===== config.mk =====
export PLATFORM = sky130hd
export DESIGN_NAME = train_sequencer
export DESIGN_NICKNAME = d
export VERILOG_FILES = /design/src/rtl/nn_pkg.sv /design/src/rtl/sat_accum.sv /design/src/rtl/train_sequencer.sv
export SDC_FILE = /design/constraint.sdc
export NUM_CORES = 1
export LEC_CHECK = 0
export ABC_AREA = 1
export CAP_MARGIN = 20
export CORE_UTILIZATION = 61
export CTS_CLUSTER_SIZE = 30
export DETAILED_ROUTE_END_ITERATION = 7
export HOLD_SLACK_MARGIN = 0.1
export PLACE_DENSITY = 0.84
export SYNTH_ARGS = -nofsm -noshare
export SYNTH_HDL_FRONTEND = slang
export SYNTH_HIERARCHICAL = 1
export SYNTH_SLANG_ARGS = --single-unit

===== constraint.sdc =====
create_clock -name clk -period 5.8 [get_ports clk]
set_input_delay 1.74 -clock clk [delete_from_list [all_inputs] [get_ports clk]]
set_output_delay 1.74 -clock clk [all_outputs]
set_load 0.01 [all_outputs]

===== src/rtl/nn_pkg.sv =====
// Shared types and default widths for the training sequencer datapath.
// Imported by the sequencer top and its accumulator sub-module.
package nn_pkg;

    localparam int DEF_BITS     = 16;
    localparam int DEF_ACC_BITS = 32;
    localparam int DEF_PAT_BITS = 4;

    typedef enum logic [2:0] {
        S_IDLE,
        S_TR_FWD,
        S_TR_BWD,
        S_VL_FWD,
        S_EVAL,
        S_FINISH
    } seq_state_t;

endpackage


===== src/rtl/sat_accum.sv =====
// Saturating unsigned accumulator with synchronous clear and add enable.
// With a constant add of 1 it serves as a saturating counter.
module sat_accum
    import nn_pkg::*;
#(
    parameter int W  = DEF_ACC_BITS,
    parameter int IW = DEF_BITS
) (
    input  logic          clk,
    input  logic          rst,
    input  logic          i_clr,
    input  logic          i_add_en,
    input  logic [IW-1:0] i_add,
    output logic [W-1:0]  o_q
);

    logic [W-1:0] r_q;
    logic [W:0]   w_raw;
    logic [W-1:0] w_sum;

    // One extra bit catches the carry out so the sum can clamp instead of wrap
    assign w_raw = {1'b0, r_q} + {{(W + 1 - IW){1'b0}}, i_add};
    assign w_sum = w_raw[W] ? '1 : w_raw[W-1:0];
    assign o_q   = r_q;

    always_ff @(posedge clk) begin
        if (rst) begin
            r_q <= '0;
        end else if (i_clr) begin
            r_q <= '0;
        end else if (i_add_en) begin
            r_q <= w_sum;
        end
    end

endmodule


===== src/rtl/train_sequencer.sv =====
// Epoch/sample sequencer for training runs: train fwd/bwd, validate fwd,
// evaluate, checkpoint on improvement and stop early on a stalled run.
module train_sequencer
    import nn_pkg::*;
#(
    parameter int BITS     = DEF_BITS,
    parameter int ACC_BITS = DEF_ACC_BITS,
    parameter int PAT_BITS = DEF_PAT_BITS
) (
    input  logic                clk,
    input  logic                rst,
    input  logic                start,
    input  logic [BITS-1:0]     n_train,
    input  logic [BITS-1:0]     n_valid,
    input  logic [BITS-1:0]     n_epoch,
    input  logic [PAT_BITS-1:0] patience,
    input  logic [BITS-1:0]     sample_err,
    output logic                fwd_req,
    input  logic                fwd_done,
    output logic                bwd_req,
    input  logic                bwd_done,
    output logic [BITS-1:0]     sample_idx,
    output logic                tr,
    output logic                vl,
    output logic [BITS-1:0]     epoch_idx,
    output logic                save,
    output logic [ACC_BITS-1:0] best_err,
    output logic                early_stop,
    output logic                busy,
    output logic                done
);

    localparam logic [BITS-1:0]     ONE  = BITS'(1);
    localparam logic [PAT_BITS-1:0] PONE = PAT_BITS'(1);

    seq_state_t r_state;
    seq_state_t w_state_nx;

    logic [BITS-1:0]     r_n_train;
    logic [BITS-1:0]     r_n_valid;
    logic [BITS-1:0]     r_n_epoch;
    logic [PAT_BITS-1:0] r_patience;
    logic [BITS-1:0]     r_idx;
    logic [BITS-1:0]     r_epoch;
    logic [ACC_BITS-1:0] r_best;
    logic                r_save;
    logic                r_done;
    logic                r_early;

    logic [ACC_BITS-1:0] w_acc;
    logic [PAT_BITS-1:0] w_stall;
    logic [BITS-1:0]     w_epoch_nx;
    logic                w_last_tr;
    logic                w_last_vl;
    logic                w_stall_hit;

    logic w_load;
    logic w_idx_clr;
    logic w_idx_inc;
    logic w_acc_add;
    logic w_acc_clr;
    logic w_stall_inc;
    logic w_stall_clr;
    logic w_eval;
    logic w_improve;
    logic w_stop;

    assign w_last_tr  = (r_idx == r_n_train - ONE);
    assign w_last_vl  = (r_idx == r_n_valid - ONE);
    assign w_epoch_nx = r_epoch + ONE;

    // Stall never exceeds a non-zero patience, so "old stall + 1 == patience"
    // is the same test as comparing the post-increment value.
    assign w_stall_hit = (r_patience != '0) && (w_stall == r_patience - PONE);

    sat_accum #(
        .W  (ACC_BITS),
        .IW (BITS)
    ) u_acc (
        .clk      (clk),
        .rst      (rst),
        .i_clr    (w_acc_clr),
        .i_add_en (w_acc_add),
        .i_add    (sample_err),
        .o_q      (w_acc)
    );

    sat_accum #(
        .W  (PAT_BITS),
        .IW (1)
    ) u_stall (
        .clk      (clk),
        .rst      (rst),
        .i_clr    (w_stall_clr),
        .i_add_en (w_stall_inc),
        .i_add    (1'b1),
        .o_q      (w_stall)
    );

    always_ff @(posedge clk) begin
        if (rst) begin
            r_state <= S_IDLE;
        end else begin
            r_state <= w_state_nx;
        end
    end

    always_comb begin
        w_state_nx  = r_state;
        w_load      = 1'b0;
        w_idx_clr   = 1'b0;
        w_idx_inc   = 1'b0;
        w_acc_add   = 1'b0;
        w_acc_clr   = 1'b0;
        w_stall_inc = 1'b0;
        w_stall_clr = 1'b0;
        w_eval      = 1'b0;
        w_improve   = 1'b0;
        w_stop      = 1'b0;
        fwd_req     = 1'b0;
        bwd_req     = 1'b0;
        tr          = 1'b0;
        vl          = 1'b0;
        busy        = 1'b1;
        unique case (r_state)
            S_IDLE: begin
                busy = 1'b0;
                if (start) begin
                    w_load      = 1'b1;
                    w_acc_clr   = 1'b1;
                    w_stall_clr = 1'b1;
                    if (n_epoch == '0) begin
                        w_state_nx = S_FINISH;
                    end else if (n_train != '0) begin
                        w_state_nx = S_TR_FWD;
                    end else if (n_valid != '0) begin
                        w_state_nx = S_VL_FWD;
                    end else begin
                        w_state_nx = S_EVAL;
                    end
                end
            end
            S_TR_FWD: begin
                fwd_req = 1'b1;
                tr      = 1'b1;
                if (fwd_done) begin
                    w_state_nx = S_TR_BWD;
                end
            end
            S_TR_BWD: begin
                bwd_req = 1'b1;
                tr      = 1'b1;
                if (bwd_done) begin
                    if (w_last_tr) begin
                        w_idx_clr  = 1'b1;
                        w_state_nx = (r_n_valid != '0) ? S_VL_FWD : S_EVAL;
                    end else begin
                        w_idx_inc  = 1'b1;
                        w_state_nx = S_TR_FWD;
                    end
                end
            end
            S_VL_FWD: begin
                fwd_req = 1'b1;
                vl      = 1'b1;
                if (fwd_done) begin
                    w_acc_add = 1'b1;
                    if (w_last_vl) begin
                        w_state_nx = S_EVAL;
                    end else begin
                        w_idx_inc = 1'b1;
                    end
                end
            end
            S_EVAL: begin
                w_eval    = 1'b1;
                w_acc_clr = 1'b1;
                w_idx_clr = 1'b1;
                w_improve = (r_n_valid != '0)
                         && ((r_epoch == '0) || (w_acc < r_best));
                w_stall_clr = w_improve;
                w_stall_inc = !w_improve;
                if (w_epoch_nx == r_n_epoch) begin
                    w_state_nx = S_FINISH;
                end else if (!w_improve && w_stall_hit) begin
                    w_stop     = 1'b1;
                    w_state_nx = S_FINISH;
                end else if (r_n_train != '0) begin
                    w_state_nx = S_TR_FWD;
                end else if (r_n_valid != '0) begin
                    w_state_nx = S_VL_FWD;
                end else begin
                    w_state_nx = S_EVAL;
                end
            end
            S_FINISH: begin
                w_state_nx = S_IDLE;
            end
            default: begin
                w_state_nx = S_IDLE;
            end
        endcase
    end

    always_ff @(posedge clk) begin
        if (rst) begin
            r_n_train  <= '0;
            r_n_valid  <= '0;
            r_n_epoch  <= '0;
            r_patience <= '0;
            r_idx      <= '0;
            r_epoch    <= '0;
            r_best     <= '0;
            r_save     <= 1'b0;
            r_done     <= 1'b0;
            r_early    <= 1'b0;
        end else begin
            r_save <= w_eval && w_improve;
            r_done <= (r_state == S_FINISH);
            if (w_load) begin
                r_n_train  <= n_train;
                r_n_valid  <= n_valid;
                r_n_epoch  <= n_epoch;
                r_patience <= patience;
                r_epoch    <= '0;
                r_best     <= '0;
                r_early    <= 1'b0;
            end
            if (w_load || w_idx_clr) begin
                r_idx <= '0;
            end else if (w_idx_inc) begin
                r_idx <= r_idx + ONE;
            end
            if (w_eval) begin
                r_epoch <= w_epoch_nx;
                if (w_improve) begin
                    r_best <= w_acc;
                end
                if (w_stop) begin
                    r_early <= 1'b1;
                end
            end
        end
    end

    assign sample_idx = r_idx;
    assign epoch_idx  = r_epoch;
    assign best_err   = r_best;
    assign save       = r_save;
    assign done       = r_done;
    assign early_stop = r_early;

endmodule


## After elaboration in Yosys (flattened, before gate mapping)

Cells that the tools add are included.

| operators by class | value |
|---|---|
| equality and inequality tests | 14 |
| add/sub/neg operators | 7 |
| reductions and logical operators | 22 |
| magnitude comparators | 1 |
| mux-type cells | 49 |

Operators by type and width:

| kind | number |
|---|---|
| $mux W32 | 4 |
| $reduce_bool A16 Y1 | 4 |
| $eq A16 B16 Y1 | 3 |
| $mux W3 | 13 |
| $add A32 B16 Y33 | 1 |
| $add A16 B1 Y16 const B | 2 |
| $logic_not A16 Y1 | 2 |
| $lt A32 B32 Y1 | 1 |
| $mux W16 | 2 |
| $sub A16 B1 Y16 const B | 2 |
| $mux W1 | 24 |
| $pmux W3 S5 | 1 |
| $ne A2 B2 Y1 const B | 5 |
| $reduce_or A2 Y1 | 5 |
| $pmux W1 S2 | 4 |
| $eq A3 B2 Y1 const B | 2 |
| $eq A3 B3 Y1 const B | 2 |
| $add A4 B1 Y5 const B | 1 |
| $reduce_and A5 Y1 | 1 |
| $eq A4 B4 Y1 | 1 |
| $logic_and A1 B1 Y1 | 4 |
| $mux W4 | 1 |
| $reduce_bool A4 Y1 | 1 |
| $sub A4 B1 Y4 const B | 1 |
| 5 further kinds | 6 |

| storage, ports and cells | value |
|---|---|
| register bits after elaboration | 158 |

## Depth between registers and ports, before layout

| logic depth | value |
|---|---|
| word-level depth | 10 |
| gate-level depth with buffers | 23 |
| gate-level depth less buffers | 22 |

## Hierarchy

The synthesis kept the hierarchy.

Modules (own cells, without submodules):

| module | area an instance (um^2) | instances | cells each |
|---|---|---|---|
| train_sequencer | 7916.3 | 1 | 1194 |
| sat_accum (u_acc) | 2777.7 | 1 | 471 |
| sat_accum (u_stall) | 212.7 | 1 | 29 |

## Worst setup path before layout

Ideal clock, no wire load.

| path | value |
|---|---|
| kind | input -> register |
| from | in sample_err[0] |
| to | reg u_acc.r_q[17], in the netlist u_acc/o_q[17] |
| arrival | 3.238 ns |
| stages on the path | 13 |
| buffers on the path | 1 |
| setup slack | 2.429 ns |
| cell sequence | ha_1 > fa_1 > nand2_1 > nand3_1 > nand3_1 > nand3_2 > nand2_2 > nand2_4 > nand3_4 > buf_6 > nand2_1 > nor2_1 > nor2_2 |

| on the way | value |
|---|---|
| longest elaborated chain between the ends | 2 |

Ends and longest elaborated chain:

| item | line | text |
|---|---|---|
| start, declared | train_sequencer.sv:17 | `input logic [BITS-1:0] sample_err,` |
| $add A32 B16 Y33 | sat_accum.sv:22 | `assign w_raw = {1'b0, r_q} + {{(W + 1 - IW){1'b0}}, i_add};` |
| $mux W32 | sat_accum.sv:23 | `assign w_sum = w_raw[W] ? '1 : w_raw[W-1:0];` |
| end signal, assigned | sat_accum.sv:32 | `r_q <= w_sum;` |
| end, declared | sat_accum.sv:17 | `logic [W-1:0] r_q;` |

Every way passes these cells.
A chain may end at the register's enable or synchronous reset.

## Final worst setup path

| path | value |
|---|---|
| from | reg r_state[1] |
| to | out tr |

| on the way | value |
|---|---|
| longest elaborated chain between the ends | 3 |
| elaborated cells on any way between the ends | 4 |
| those cells by class | 2 x eq/ne; 1 x mux; 1 x reduce/logical |

Ends and longest elaborated chain:

| item | line | text |
|---|---|---|
| start, declared | train_sequencer.sv:36 | `seq_state_t r_state;` |
| start signal, assigned | train_sequencer.sv:104 | `r_state <= w_state_nx;` |
| $eq A3 B2 Y1 / $eq A3 B1 Y1 (equally long branches) | train_sequencer.sv:125 | `unique case (r_state)` |
| $reduce_or A2 Y1 (no source line) * | - |  |
| $mux W1 * | train_sequencer.sv:125 |  |
| end, declared | train_sequencer.sv:23 | `output logic tr,` |

Mark *: on every way between the ends. The rest lies on a longest branch, timed or not.

==> metrics.txt <==
status=finished clean; layout cells sized above 1=6.99%; top_reg_cell synth=dfxtp_1; Post-CTS Hold Fix Bufs=0; share of power burned in registers=35.3%; fin cells=2,055; routed via count=between 10,000 and 15,000; Area contributors post-synth=dfxtp_1, nand2_1, inv_1, nor2_1, ha_1; largest area contributor in the netlist=dfxtp_1; initial antenna violation count=0; CTS tree=done; Synth Instances=around 1,700; combinational family with the most area after synthesis=simple AND/OR/NAND/NOR gates; ANT cells=0; GRT overflow=0; Post-Synth XOR/XNOR Area=slightly below 6%; commonest cells in the netlist=nand2_1, inv_1, nor2_1; Rel. slew slack=~29%; Peak Freq=254 MHz; clk sink count=roughly 160; Syn Area/Cell=6.44 sq um; Power Total=3.65 mW; Clock Latency Late Sink=440 ps; FFs w/ async S/R, synth=0%; PwrDens=280 mW/mm^2; CORE AREA=0.0174 sq mm; RSZ-0062 raised after global routing=false; Critical Path Fanout Max=5; NetSw=1.37 mW; Multi-input gate area=~0.0066 sq mm; clock share of power=a little under a third; sequential fraction of the synthesis area=29.0%; CTS Buf Count=17; post_cts resized=0; Yosys warnings=6; post-layout minimum cycle time=3940 ps; fin nets=1,946; Final Setup Violations=0; Final HPWL DP=23,500 um; adder-cell share of the synthesized area=under 10%; worst IR drop on VDD=0.250 mV; register area=0.00316 sq mm; TritonRoute pass-1 iters=5; DP Cell Count=~2,000; Max Cap Viol=0; number of synthesized flops with an enable pin=0; post-route setup TNS=0 ps; Area Growth Syn to Fin=19.5%; WHS Path Cells=2; Synth top area share=roughly 29%; syn_nets=1,823; Compound-Gate Fraction of Synth Area=13.3%; die width=136 um; largest net degree at the start of global routing=98; #FFs+latches synth=roughly 160; most common cell in the synthesized netlist=nand2_1; fin crit share=68.0%; Crit Path Category=flip-flop to output pin; DRT iter0 DRCs=819; clock tree buffer depth=2; CP Launch Type=flip-flop; Post-DRT Antenna Nets=0; Internal=2.28 mW; WP data arrival=2200 ps; smallest hold slack=466 ps; clk_skew=~12 ps; Worst Setup End Kind=output pin; vias in the first global route=10,900; Comb pwr share=33.6%; H-tree depth=4; worst path required time=between 4000 and 5000 ps; Wirelength per Cell=15.1 um; Root Driver=clkbuf_16; synth unique cells=51; sw frac=37.5%; FP Rows=48; filler instances=around 1,500; Final Max Tran Viols=0; Post-CTS Setup Bufs=0; global-route wire length before repair=51,100 um; Die H=136 um; # DRC=0; multiplexer share of the synthesized area=0.184%; worst reg-to-reg path cell count=15; Leak Pwr=5.59 nW; worst-margin pin slew=1070 ps; Hold Crit Class=flip-flop to flip-flop; gr usage total=34.9%; simple-gate share of the synthesized area=34.7%; # port buffers=144; Post-Route WL=31,000 um; Initial Utilization=62.8%; Final Hold Viols=0; placer's final routability congestion estimate=a little under 1; Die Footprint=0.0184 sq mm; vias per cell=5.56; clk slew on worst S/H paths=approximately 60 ps; post-synthesis cell area=between 0.01 and 0.015 sq mm; IO Count=145; Post-Route Utilization=75.1%
[area by class of cell]
class / instances / share of cell area (%)
clock inverters: 12 / 1.05
well taps: 225 / 2.16
flip-flops and latches: 158 / 24.3
clock buffers: 20 / 3.43
multi-input cells: 1247 / 50.7
repair buffers: 153 / 11.5
inverters: 240 / 6.91
[layer usage]
metal / track usage (%) / vias to the layer above / routed length (um)
li1: - / 5706 / -
met1: 42.9 / 5197 / 13300
met2: 59.7 / 427 / 14600
met3: 5.31 / 87 / 1970
met4: 16.0 / 0 / 1090
met5: 0 / - / 0
[placed cells by master, fill, tap and decap left out, drive strengths merged, types with 2 or more instances in the layout]
master / count
nand2: 448
inv: 240
nor2: 214
dfxtp: 158
clkdlybuf4s50: 143
a21oi: 126
nand3: 108
o21ai: 89
ha: 55
xor2: 47
nor3: 32
o31ai: 29
xnor2: 25
nand4: 25
clkbuf: 20
nor4: 13
buf: 10
a31oi: 9
nand3b: 8
clkinvlp: 5
clkinv: 5
or2: 3
o211ai: 2
and3: 2
bufinv: 2
and2: 2
mux2i: 2
nor3b: 2
[metrics by stage]
step                setup slack (ps)  cell area (sq um)
floorplan                       2430              10900
global placement                1780              12500
detailed placement              1740              12500
CTS                             1940              13000
global route                    1760              13000
finish                          1860              13000
[power groups by stage]
stage | clock network (mW) | registers, mW | logic (mW)
after floorplan | 0 | 1.29 | 0.910
after global placement | 0 | 1.30 | 1.17
after detailed placement | 0 | 1.31 | 1.20
after CTS | 1.14 | 1.29 | 1.21
after global routing | 1.19 | 1.30 | 1.37
final | 1.13 | 1.29 | 1.23
[state kept, by name, indices dropped and copies added (netlist names), 3 cells and up]
signal	flops
r_n_train	16
u_stall/o_q	4
sample_idx	16
r_state	3
best_err	32
u_acc/o_q	32
epoch_idx	16
r_n_epoch	16
r_patience	4
r_n_valid	16
[critical path, stage by stage (launching register included)]
cell and delay (ps):
dfxtp_1 400, inv_1 80, nor3_1 400, inv_1 210, nand2_1 110, clkdlybuf4s50_1 570
[cell families after synthesis]
family,count (synthesis)
flops,158
simple gates,857
other cells,1
mux,2
buf+inv,289
compound gates,259
fa+ha+maj,56
xor+xnor,72
[worst paths after layout]
kind / start / slack, ps / to
max: r_state[1] / 1860 / tr
max reg2reg: u_acc/o_q[15] / 2530 / u_stall/o_q[2]
min: early_stop / 470 / early_stop
min reg2reg: early_stop / 470 / early_stop
Power figures use the tool's default switching activity.
